[src/rtl/keyscan_evq.sv]
// Key-matrix scanner: rotating active-low row drive, per-key hysteresis debounce,
// and a sweep engine that queues press/release events for a Wishbone reader.
module keyscan_evq #(
  parameter int N_ROWS     = 4,
  parameter int N_COLS     = 12,
  parameter int DIV_W      = 14,
  parameter int DEB_W      = 5,
  parameter int FIFO_DEPTH = 16
) (
  input  logic              clk,
  input  logic              rst_n,
  input  logic [N_COLS-1:0] km_col,
  output logic [N_ROWS-1:0] km_row,
  input  logic [3:0]        wb_addr,
  output logic [31:0]       wb_rdata,
  input  logic [31:0]       wb_wdata,
  input  logic              wb_we,
  input  logic              wb_cyc,
  output logic              wb_ack,
  output logic              irq
);

  localparam int N_KEYS = N_ROWS * N_COLS;
  localparam int KW     = (N_KEYS > 1) ? $clog2(N_KEYS) : 1;
  localparam int AW     = (FIFO_DEPTH > 1) ? $clog2(FIFO_DEPTH) : 1;
  localparam int LW     = $clog2(FIFO_DEPTH + 1);

  logic              scan_en_reg, evt_en_reg, irq_en_reg;
  logic [DIV_W-1:0]  div_reg;
  logic [2:0]        row_reg;
  logic              strobe;
  logic [N_KEYS-1:0] deb;
  logic [N_KEYS-1:0] rep_reg;
  logic [KW-1:0]     k_reg;
  logic [2:0]        sw_row_reg;
  logic [4:0]        sw_col_reg;
  logic [8:0]        mem [FIFO_DEPTH];
  logic [AW-1:0]     wr_ptr_reg, rd_ptr_reg;
  logic [LW-1:0]     level_reg;
  logic              stall_reg;
  logic              ack_reg, evt_rd_reg, irq_reg;
  logic [31:0]       rdata_reg;

  logic              full, empty, mismatch, push, pop, advance;
  logic              wb_req, wr_commit;
  logic [8:0]        entry, head;
  logic [31:0]       rd_mux;
  logic [7:0][31:0]  row_word;
  logic              unused_wdata;

  assign unused_wdata = ^{wb_wdata[31:25], wb_wdata[23:3]};

  assign strobe = scan_en_reg && (div_reg == '1);

  // Divider and row pointer restart from row 0 whenever scanning is disabled.
  always_ff @(posedge clk or negedge rst_n) begin
    if (!rst_n) begin
      div_reg <= '0;
      row_reg <= '0;
    end else if (!scan_en_reg) begin
      div_reg <= '0;
      row_reg <= '0;
    end else begin
      div_reg <= div_reg + DIV_W'(1);
      if (strobe)
        row_reg <= (row_reg == 3'(N_ROWS - 1)) ? 3'd0 : row_reg + 3'd1;
    end
  end

  for (genvar gi = 0; gi < N_ROWS; gi++) begin : g_row
    assign km_row[gi] = ~(scan_en_reg && (row_reg == 3'(gi)));
  end

  // Hysteresis: a closed sample reloads all ones; the MSB stays set for
  // 2^(DEB_W-1) open samples before the key counts as released.
  for (genvar gi = 0; gi < N_KEYS; gi++) begin : g_key
    localparam int R = gi / N_COLS;
    localparam int C = gi % N_COLS;
    logic [DEB_W-1:0] cnt_reg;
    always_ff @(posedge clk or negedge rst_n) begin
      if (!rst_n)
        cnt_reg <= '0;
      else if (strobe && (row_reg == 3'(R))) begin
        if (!km_col[C])
          cnt_reg <= '1;
        else if (cnt_reg[DEB_W-1])
          cnt_reg <= cnt_reg - DEB_W'(1);
        else
          cnt_reg <= '0;
      end
    end
    assign deb[gi] = cnt_reg[DEB_W-1];
  end

  for (genvar gi = 0; gi < 8; gi++) begin : g_rword
    if (gi < N_ROWS) begin : g_used
      assign row_word[gi] = 32'(deb[gi*N_COLS +: N_COLS]);
    end else begin : g_zero
      assign row_word[gi] = '0;
    end
  end

  assign full     = (level_reg == LW'(FIFO_DEPTH));
  assign empty    = (level_reg == '0);
  assign mismatch = evt_en_reg && (deb[k_reg] != rep_reg[k_reg]);
  assign push     = mismatch && !full;
  // A mismatch that cannot be queued parks the sweep on that key.
  assign advance  = evt_en_reg && !(mismatch && full);
  assign entry    = {deb[k_reg], sw_row_reg, sw_col_reg};
  assign head     = mem[rd_ptr_reg];

  always_ff @(posedge clk or negedge rst_n) begin
    if (!rst_n)
      rep_reg <= '0;
    else if (!evt_en_reg)
      rep_reg <= deb;
    else if (push)
      rep_reg[k_reg] <= deb[k_reg];
  end

  always_ff @(posedge clk or negedge rst_n) begin
    if (!rst_n) begin
      k_reg      <= '0;
      sw_row_reg <= '0;
      sw_col_reg <= '0;
    end else if (advance) begin
      if (k_reg == KW'(N_KEYS - 1)) begin
        k_reg      <= '0;
        sw_row_reg <= '0;
        sw_col_reg <= '0;
      end else begin
        k_reg <= k_reg + KW'(1);
        if (sw_col_reg == 5'(N_COLS - 1)) begin
          sw_col_reg <= '0;
          sw_row_reg <= sw_row_reg + 3'd1;
        end else begin
          sw_col_reg <= sw_col_reg + 5'd1;
        end
      end
    end
  end

  always_ff @(posedge clk) begin
    if (push)
      mem[wr_ptr_reg] <= entry;
  end

  always_ff @(posedge clk or negedge rst_n) begin
    if (!rst_n) begin
      wr_ptr_reg <= '0;
      rd_ptr_reg <= '0;
      level_reg  <= '0;
    end else begin
      if (push)
        wr_ptr_reg <= (wr_ptr_reg == AW'(FIFO_DEPTH - 1)) ? '0 : wr_ptr_reg + AW'(1);
      if (pop)
        rd_ptr_reg <= (rd_ptr_reg == AW'(FIFO_DEPTH - 1)) ? '0 : rd_ptr_reg + AW'(1);
      case ({push, pop})
        2'b10:   level_reg <= level_reg + LW'(1);
        2'b01:   level_reg <= level_reg - LW'(1);
        default: level_reg <= level_reg;
      endcase
    end
  end

  assign wb_req    = wb_cyc && !ack_reg;
  assign wr_commit = ack_reg && wb_cyc && wb_we;
  // Pop only if the ack cycle actually returned a valid event.
  assign pop       = ack_reg && evt_rd_reg;

  always_comb begin
    rd_mux = '0;
    case (wb_addr)
      4'd0: rd_mux = {29'd0, irq_en_reg, evt_en_reg, scan_en_reg};
      4'd1: rd_mux = {7'd0, stall_reg, 6'd0, full, empty, 7'd0, 9'(level_reg)};
      4'd2: if (!empty)
              rd_mux = {1'b1, 14'd0, head[8], 5'd0, head[7:5], 3'd0, head[4:0]};
      default: if (wb_addr[3]) rd_mux = row_word[wb_addr[2:0]];
    endcase
  end

  always_ff @(posedge clk or negedge rst_n) begin
    if (!rst_n) begin
      ack_reg    <= 1'b0;
      evt_rd_reg <= 1'b0;
      rdata_reg  <= '0;
      irq_reg    <= 1'b0;
    end else begin
      ack_reg    <= wb_req;
      evt_rd_reg <= wb_req && !wb_we && (wb_addr == 4'd2) && !empty;
      rdata_reg  <= (wb_req && !wb_we) ? rd_mux : '0;
      irq_reg    <= irq_en_reg && !empty;
    end
  end

  always_ff @(posedge clk or negedge rst_n) begin
    if (!rst_n) begin
      scan_en_reg <= 1'b1;
      evt_en_reg  <= 1'b0;
      irq_en_reg  <= 1'b0;
      stall_reg   <= 1'b0;
    end else begin
      if (wr_commit && (wb_addr == 4'd0)) begin
        scan_en_reg <= wb_wdata[0];
        evt_en_reg  <= wb_wdata[1];
        irq_en_reg  <= wb_wdata[2];
      end
      if (mismatch && full)
        stall_reg <= 1'b1;
      else if (wr_commit && (wb_addr == 4'd1) && wb_wdata[24])
        stall_reg <= 1'b0;
    end
  end

  assign wb_ack   = ack_reg;
  assign wb_rdata = rdata_reg;
  assign irq      = irq_reg;

endmodule

[config.mk]
export PLATFORM = sky130hd
export DESIGN_NAME = keyscan_evq
export DESIGN_NICKNAME = d
export VERILOG_FILES = /design/src/rtl/keyscan_evq.sv
export SDC_FILE = /design/constraint.sdc
export NUM_CORES = 1
export LEC_CHECK = 0
export BUFFER_PORTS_ARGS = -buffer_cell sky130_fd_sc_hd__buf_2
export CORE_AREA = 2 2 270 272
export CTS_BUF_LIST = sky130_fd_sc_hd__clkbuf_8 sky130_fd_sc_hd__clkbuf_16
export CTS_CLUSTER_SIZE = 10
export DETAILED_ROUTE_END_ITERATION = 6
export DIE_AREA = 0 0 272 274
export PLACE_DENSITY_LB_ADDON = 0.12
export SYNTH_ARGS = -nofsm -noshare
export SYNTH_HDL_FRONTEND = slang
export SYNTH_SLANG_ARGS = --single-unit
[constraint.sdc]
create_clock -name clk -period 4.5 [get_ports clk]
set_clock_uncertainty 0.05 [all_clocks]
set_input_delay 0.225 -clock clk [delete_from_list [all_inputs] [get_ports clk]]
set_output_delay 0.225 -clock clk [all_outputs]
set_load 0.005 [all_outputs]
* Word level (Yosys, flattened, before mapping)
Memory sizes are Yosys's and may differ from the RTL's.
Cells that the tools add are included.
Widths: inputs -> output; s select.
** Cells by class
- Add/sub/neg operators :: 57
- Order comparisons :: 3
- Bitwise gates (word level) :: 4
- Reductions and logical operators :: 37
- Mux-type cells :: 127
- Eq/ne operators :: 16
** Operators by type and width (count)
- $mux 5 :: 98
- $sub 5x1->5 const B :: 49
- $mux 32 :: 4
- $bmux 32 s3 :: 1
- $mux 48 :: 2
- $pmux 32 s3 :: 1
- $bwmux 48 :: 1
- $logic_and 1x1->1 :: 25
- $mux 3 :: 5
- $add 14x1->14 const B :: 1
- $eq 14x14->1 const B :: 1
- $mux 14 :: 1
- $bmux 1 s6 :: 2
- $add 5x1->5 const B :: 2
- $pmux 5 s2 :: 1
- $add 4x1->4 const B :: 2
- $eq 4x4->1 const B :: 2
- $mux 4 :: 2
- $lt 6x7->1 const B :: 1
- $mux 1 :: 7
- $add 3x1->3 const B :: 2
- $add 6x1->6 const B :: 1
- $demux 1 s6 :: 1
- $eq 3x2->1 const B :: 2
- 20 further kinds :: 30
** Storage, ports and cells
- Output and inout port bits :: 38
- RAM bits :: 144
- Flip-flop bits (word level) :: 371
- Input bits :: 52
- Memories kept :: 1
** Memory list
- mem :: depth 16, width 9, rd ports 1, clocked after Yosys merged registers in 0, wr ports 1, RTL line 37 : logic [8:0] mem [FIFO_DEPTH];

* Longest topological paths before layout
- Depth in word-level cells :: 8
- Mapped depth :: 23

* Worst setup path before layout
Ideal clock, no wire load.
- Path kind :: reg-to-reg
- Start point :: reg k_reg[0]
- End point :: reg level_reg[4]
- Setup slack :: 372 ps
- Data arrival time :: 3953 ps
- Period minus slack after synthesis :: 4128 ps
- Cell stages (with the launch flop) :: 23
- Cells stage by stage :: dfrtp_1 > buf_2 > buf_6 > buf_6 > mux4_2 > mux2i_1 > o22ai_1 > a21oi_2 > nand3_4 > xor2_2 > buf_6 > nor2_2 > inv_2 > ha_1 > clkbuf_1 > xor2_1 > ha_1 > o21ai_0 > a21oi_1 > a21oi_1 > xor2_1 > nor2_1 > xor2_1
** On the way
- Cells in the longest elaborated chain, start to end :: 7
** Ends and longest elaborated chain
- from (decl) :: RTL line 34 : logic [KW-1:0] k_reg;
- from (signal assigned) :: RTL line 132 : k_reg <= k_reg + KW'(1);
- $bmux 1 s6 (*)
- $mux 1 (*)
- net entry[8] :: RTL line 46 : logic [8:0] entry, head;
- $ne 1x1->1 (*) :: RTL line 105 : assign mismatch = evt_en_reg && (deb[k_reg] != rep_reg[k_reg]);
- $logic_and 1x1->1 (*) :: RTL line 105
- $logic_and 1x1->1 (*) :: RTL line 106 : assign push = mismatch && !full;
- $eq 2x1->1 or $eq 2x2->1 (tied branches) :: RTL line 158 : case ({push, pop})
- $pmux 5 s2 or $reduce_bool 2->1 (tied branches)
- to (signal assigned) :: RTL line 159 : 2'b10: level_reg <= level_reg + LW'(1);
- to (signal assigned) :: RTL line 160 : 2'b01: level_reg <= level_reg - LW'(1);
- to (signal assigned) :: RTL line 161 : default: level_reg <= level_reg;
- to (decl) :: RTL line 39 : logic [LW-1:0] level_reg;
Mark *: on every way through the listed nets, which the timed path passes. The rest lies on a longest branch. The select of a mux whose other input is x is not followed.
A chain may end at the register's enable or synchronous reset.

* Worst setup path after layout
- Start point :: reg k_reg[0]
- End point :: reg level_reg[4]
** On the way
- Cells in the longest elaborated chain, start to end :: 7
** Ends and longest elaborated chain (RTL line)
- $bmux 1 s6 :: 105
- $mux 1 (not written as such) :: 105
- $ne 1x1->1 (*) :: 105
- $logic_and 1x1->1 (*) :: 105
- $logic_and 1x1->1 (*) :: 106
- $eq 2x1->1 or $eq 2x2->1 (tied branches) :: 158
- $pmux 5 s2 or $reduce_bool 2->1 (tied branches)
Mark *: on every way between the ends. The rest lies on a longest branch, timed or not. The select of a mux whose other input is x is not followed.

==> flow_metrics.tcl <==
set metrics [dict create \
    result_of_the_run "finished, final reports clean" \
    final.setup.worst_slack_ps 343.1 \
    sinks_on_the_clock_net 499 \
    per_instance_average_area_after_synthesis_sq_um 10.96 \
    gp_routability_congestion 0.8965 \
    synthesis.area_sq_um 24820 \
    crit_path_top_delay_cell "sky130_fd_sc_hd__dfrtp_1" \
    post-dp-hpwl_mm 47.61 \
    cts_made_buffers 59 \
    synth_cell_type_count 73 \
    preCtsSetupSlack_ps 417.9 \
    mostFrequentLayoutCells "352 x sky130_fd_sc_hd__dfrtp_1, 237 x sky130_fd_sc_hd__o21ai_0, 223 x sky130_fd_sc_hd__inv_1, 179 x sky130_fd_sc_hd__nand2_1, 144 x sky130_fd_sc_hd__edfxtp_1" \
    setup_viols_final 0 \
    htree_levels 2 \
    clk_root_buffer_cell "sky130_fd_sc_hd__clkbuf_16" \
    drtIter0Drc 1297 \
    place.port_buffers 45 \
    antenna_cells_inserted 0 \
    post_cts_hold_buffer_count 24 \
    tritoncts "yes" \
    fp.coreArea_sq_um 71970 \
    synth-seq-cells 499 \
    detail_route.wl_per_cell_microns 21.60 \
    finalNetCount 2433 \
    finalWirelength_mm 71.60 \
    dr_total_vias 18310 \
    power-per-cell-area_nw_per_um2 424.6 \
    syn_to_final_growth_pct 13.76 \
    worst_ep_required_time_ps 4970 \
    count_of_tritonroute_iterations_in_the_first_routing_pass 7 \
    maxSlewViolCount 0 \
    synth-edff-count 144 \
    post_route_cells_drive_above_1_share 0.1205 \
    finalHoldViolations 0 \
    via_density_per_instance 5.524 \
    post_synth_inst_count 2264 \
    leak_pwr_nw 11.00 \
    clock_insertion_delay_worst_skew_ps 650 \
    cts.path.max_buffers 3 \
    sequence_of_cells_on_the_critical_path "buf_12 -> mux4_2 -> nand2_1 -> a21oi_1 -> a311oi_1 -> and4_1 -> xor2_4 -> nor2_2 -> inv_2 -> ha_1 -> xor2_1 -> ha_1 -> o21ai_0 -> a21oi_1 -> a21oi_1 -> xor2_1 -> nor2_1 -> xor2_1" \
    start_util 0.3449 \
    sequential_share_of_the_synthesized_area 0.5322 \
    finalCritPeriodShare 0.9238 \
    post_cts_resized 0 \
    async_reset_ff_frac 0.7114 \
    floorplan.die_area_sq_um 74530 \
    rsz0062_at_grt "no" \
    timing.critical_path.arrival_ps 4630 \
    maximum_number_of_pins_on_one_net_before_global_route_repair 112 \
    remaining_drc_errors 0 \
    timing_worst_slew_pin_value_ps 1036 \
    grt_antenna_before_repair 0 \
    cp_max_fo 12 \
    crit_path_time_final_ps 4157 \
    rows 99 \
    critical_path_sink_type "register" \
    synthesis.yosys.warnings 0 \
    largest_register_ff_count 240 \
    die_w_microns 272 \
    max_clock_freq_ghz 0.2406 \
    top_ports 90 \
    drv.max_cap_violation_count 0 \
    global_route_wire_length_before_repair_mm 110.5 \
    hold_crit_class "input pin to async pin" \
    postCtsSetupBuffers 0 \
    worst_slew_margin_rel 0.3096 \
    first_global_vias 17960 \
    ir_worst_vdd_mv 0.3301 \
    worstSetupPathType "register to register" \
    final_common_cell "sky130_fd_sc_hd__dfrtp_1" \
    cp-start-kind "register" \
    grtUsageTotal 0.1913 \
    dieHeight_microns 274 \
    drt.antenna.violating_nets 0 \
    dominantRegCellSynth "sky130_fd_sc_hd__dfrtp_1" \
    grt_overflow_total 0 \
    clk_transition_reported_paths_ps 60 \
    timing.critical_path.slowest_cell_delay_ps 650 \
    setup_tns_ps 0 \
]
cells in the mapped netlist, drive strengths merged (2+ instances only):
library cell  instances  area (sq um)
o31a                 23         201.4
nand2               179         671.9
o21ai               239          1207
buf                  48         302.8
clkbuf              107         401.6
nand2b               11         68.82
nand4                 7         43.79
a21o                 48         360.4
nor4                  7         43.79
o31ai                 7         57.55
nor2                 71         271.5
nor2b                16         100.1
o22ai                53         331.6
o211ai               26         195.2
mux2                 20         225.2
o311ai               14         122.6
a22oi                 9         72.57
xnor2                14         141.4
inv                 195         732.0
mux2i                32         320.3
nand3                65         337.8
and2                 27         168.9
a32oi                 8         70.07
a221o                60         600.6
mux4                 63          1419
a31oi                25         156.4
dfrtp               354          8859
ha                   65         813.3
a21oi                61         309.1
o2bb2ai               6         52.55
o221ai               37         324.1
edfxtp              144          4324
a22o                  5         43.79
o41ai                23         209.0
or3                  74         462.9
and3                 14         87.58
nor3                 66         335.3
xor2                 10         95.10
a32o                  2         20.02
a221oi               13         113.9
where the power goes:
part	internal [mW]	leakage, nW	total, mW	switching (mW)
clock network	2.46	0.977	4.40	1.94
registers	4.90	4.82	5.13	0.225
logic	0.766	5.21	2.46	1.70
total	8.13	11.0	12.0	3.86
final timing paths:
kind                                      startpoint                       end  slack, ps  cells past startpoint
worst max register to register  k_reg[0]$_DFFE_PN0P_  level_reg[4]$_DFFE_PN0P_        340                     18
worst max-delay path            k_reg[0]$_DFFE_PN0P_  level_reg[4]$_DFFE_PN0P_        340                     18
worst min register to register  div_reg[0]$_DFF_PN0_      div_reg[0]$_DFF_PN0_        430                      1
min in group clk                          wb_addr[0]     wb_rdata[3]$_DFF_PN0_        240                      3
max in group asynchronous                      rst_n    rep_reg[3]$_DFFE_PN0P_       3100                      3
worst min-delay path                           rst_n      div_reg[4]$_DFF_PN0_        140                      2
metrics by stage:
stage                       util  cells  hold WS [ps]  area [sq um]  power, mW
after floorplan                -   2279        -120.6         24880      6.754
after global placement    0.3643   3190         247.5         26220      7.610
after detailed placement  0.3643   3190         248.1         26220      7.643
after CTS                 0.3923   3315         156.4         28240      12.13
after global routing      0.3923   3315         197.0         28240      12.50
final                     0.3923   3315         135.2         28240      11.99
final cells by class:
| type | instances | area [sq um] |
|---|---|---|
| clock buffer | 65 | 1559 |
| clock inverter | 36 | 219.0 |
| fill | 6916 | 43730 |
| inverter | 196 | 735.7 |
| multi-input combinational | 1429 | 10290 |
| sequential | 499 | 13210 |
| tap | 959 | 1200 |
| timing repair buffer | 131 | 1016 |
cell families after synthesis:
| kind of cell | share of synthesized area |
|---|---|
| buf+inv | 0.05802 |
| mux | 0.07914 |
| simple gates | 0.1064 |
| fa+ha+maj | 0.03277 |
| compound gates | 0.1818 |
| flops | 0.5322 |
| other cells | 0.0001511 |
| xor+xnor | 0.009528 |
critical path, delay by kind of cell (launching register included):
family	cells	cell delay (ps)
flip-flops	1	650
adder cells (fa/ha/maj)	2	510
XOR/XNOR	4	590
AO/OA/AOI/OAI	5	730
buffers and inverters	2	280
AND/OR/NAND/NOR	4	700
multiplexers	1	500
routing by layer:
layer  share of wire  vias to the layer above  track usage
met2            0.47                      383       0.3097
li1                -                     8508            -
met1            0.47                     9318       0.2671
met4           0.026                        0      0.05740
met5               0                        -            0
met3           0.040                      102      0.02627
No activity file was read; power rests on OpenSTA's default activity.
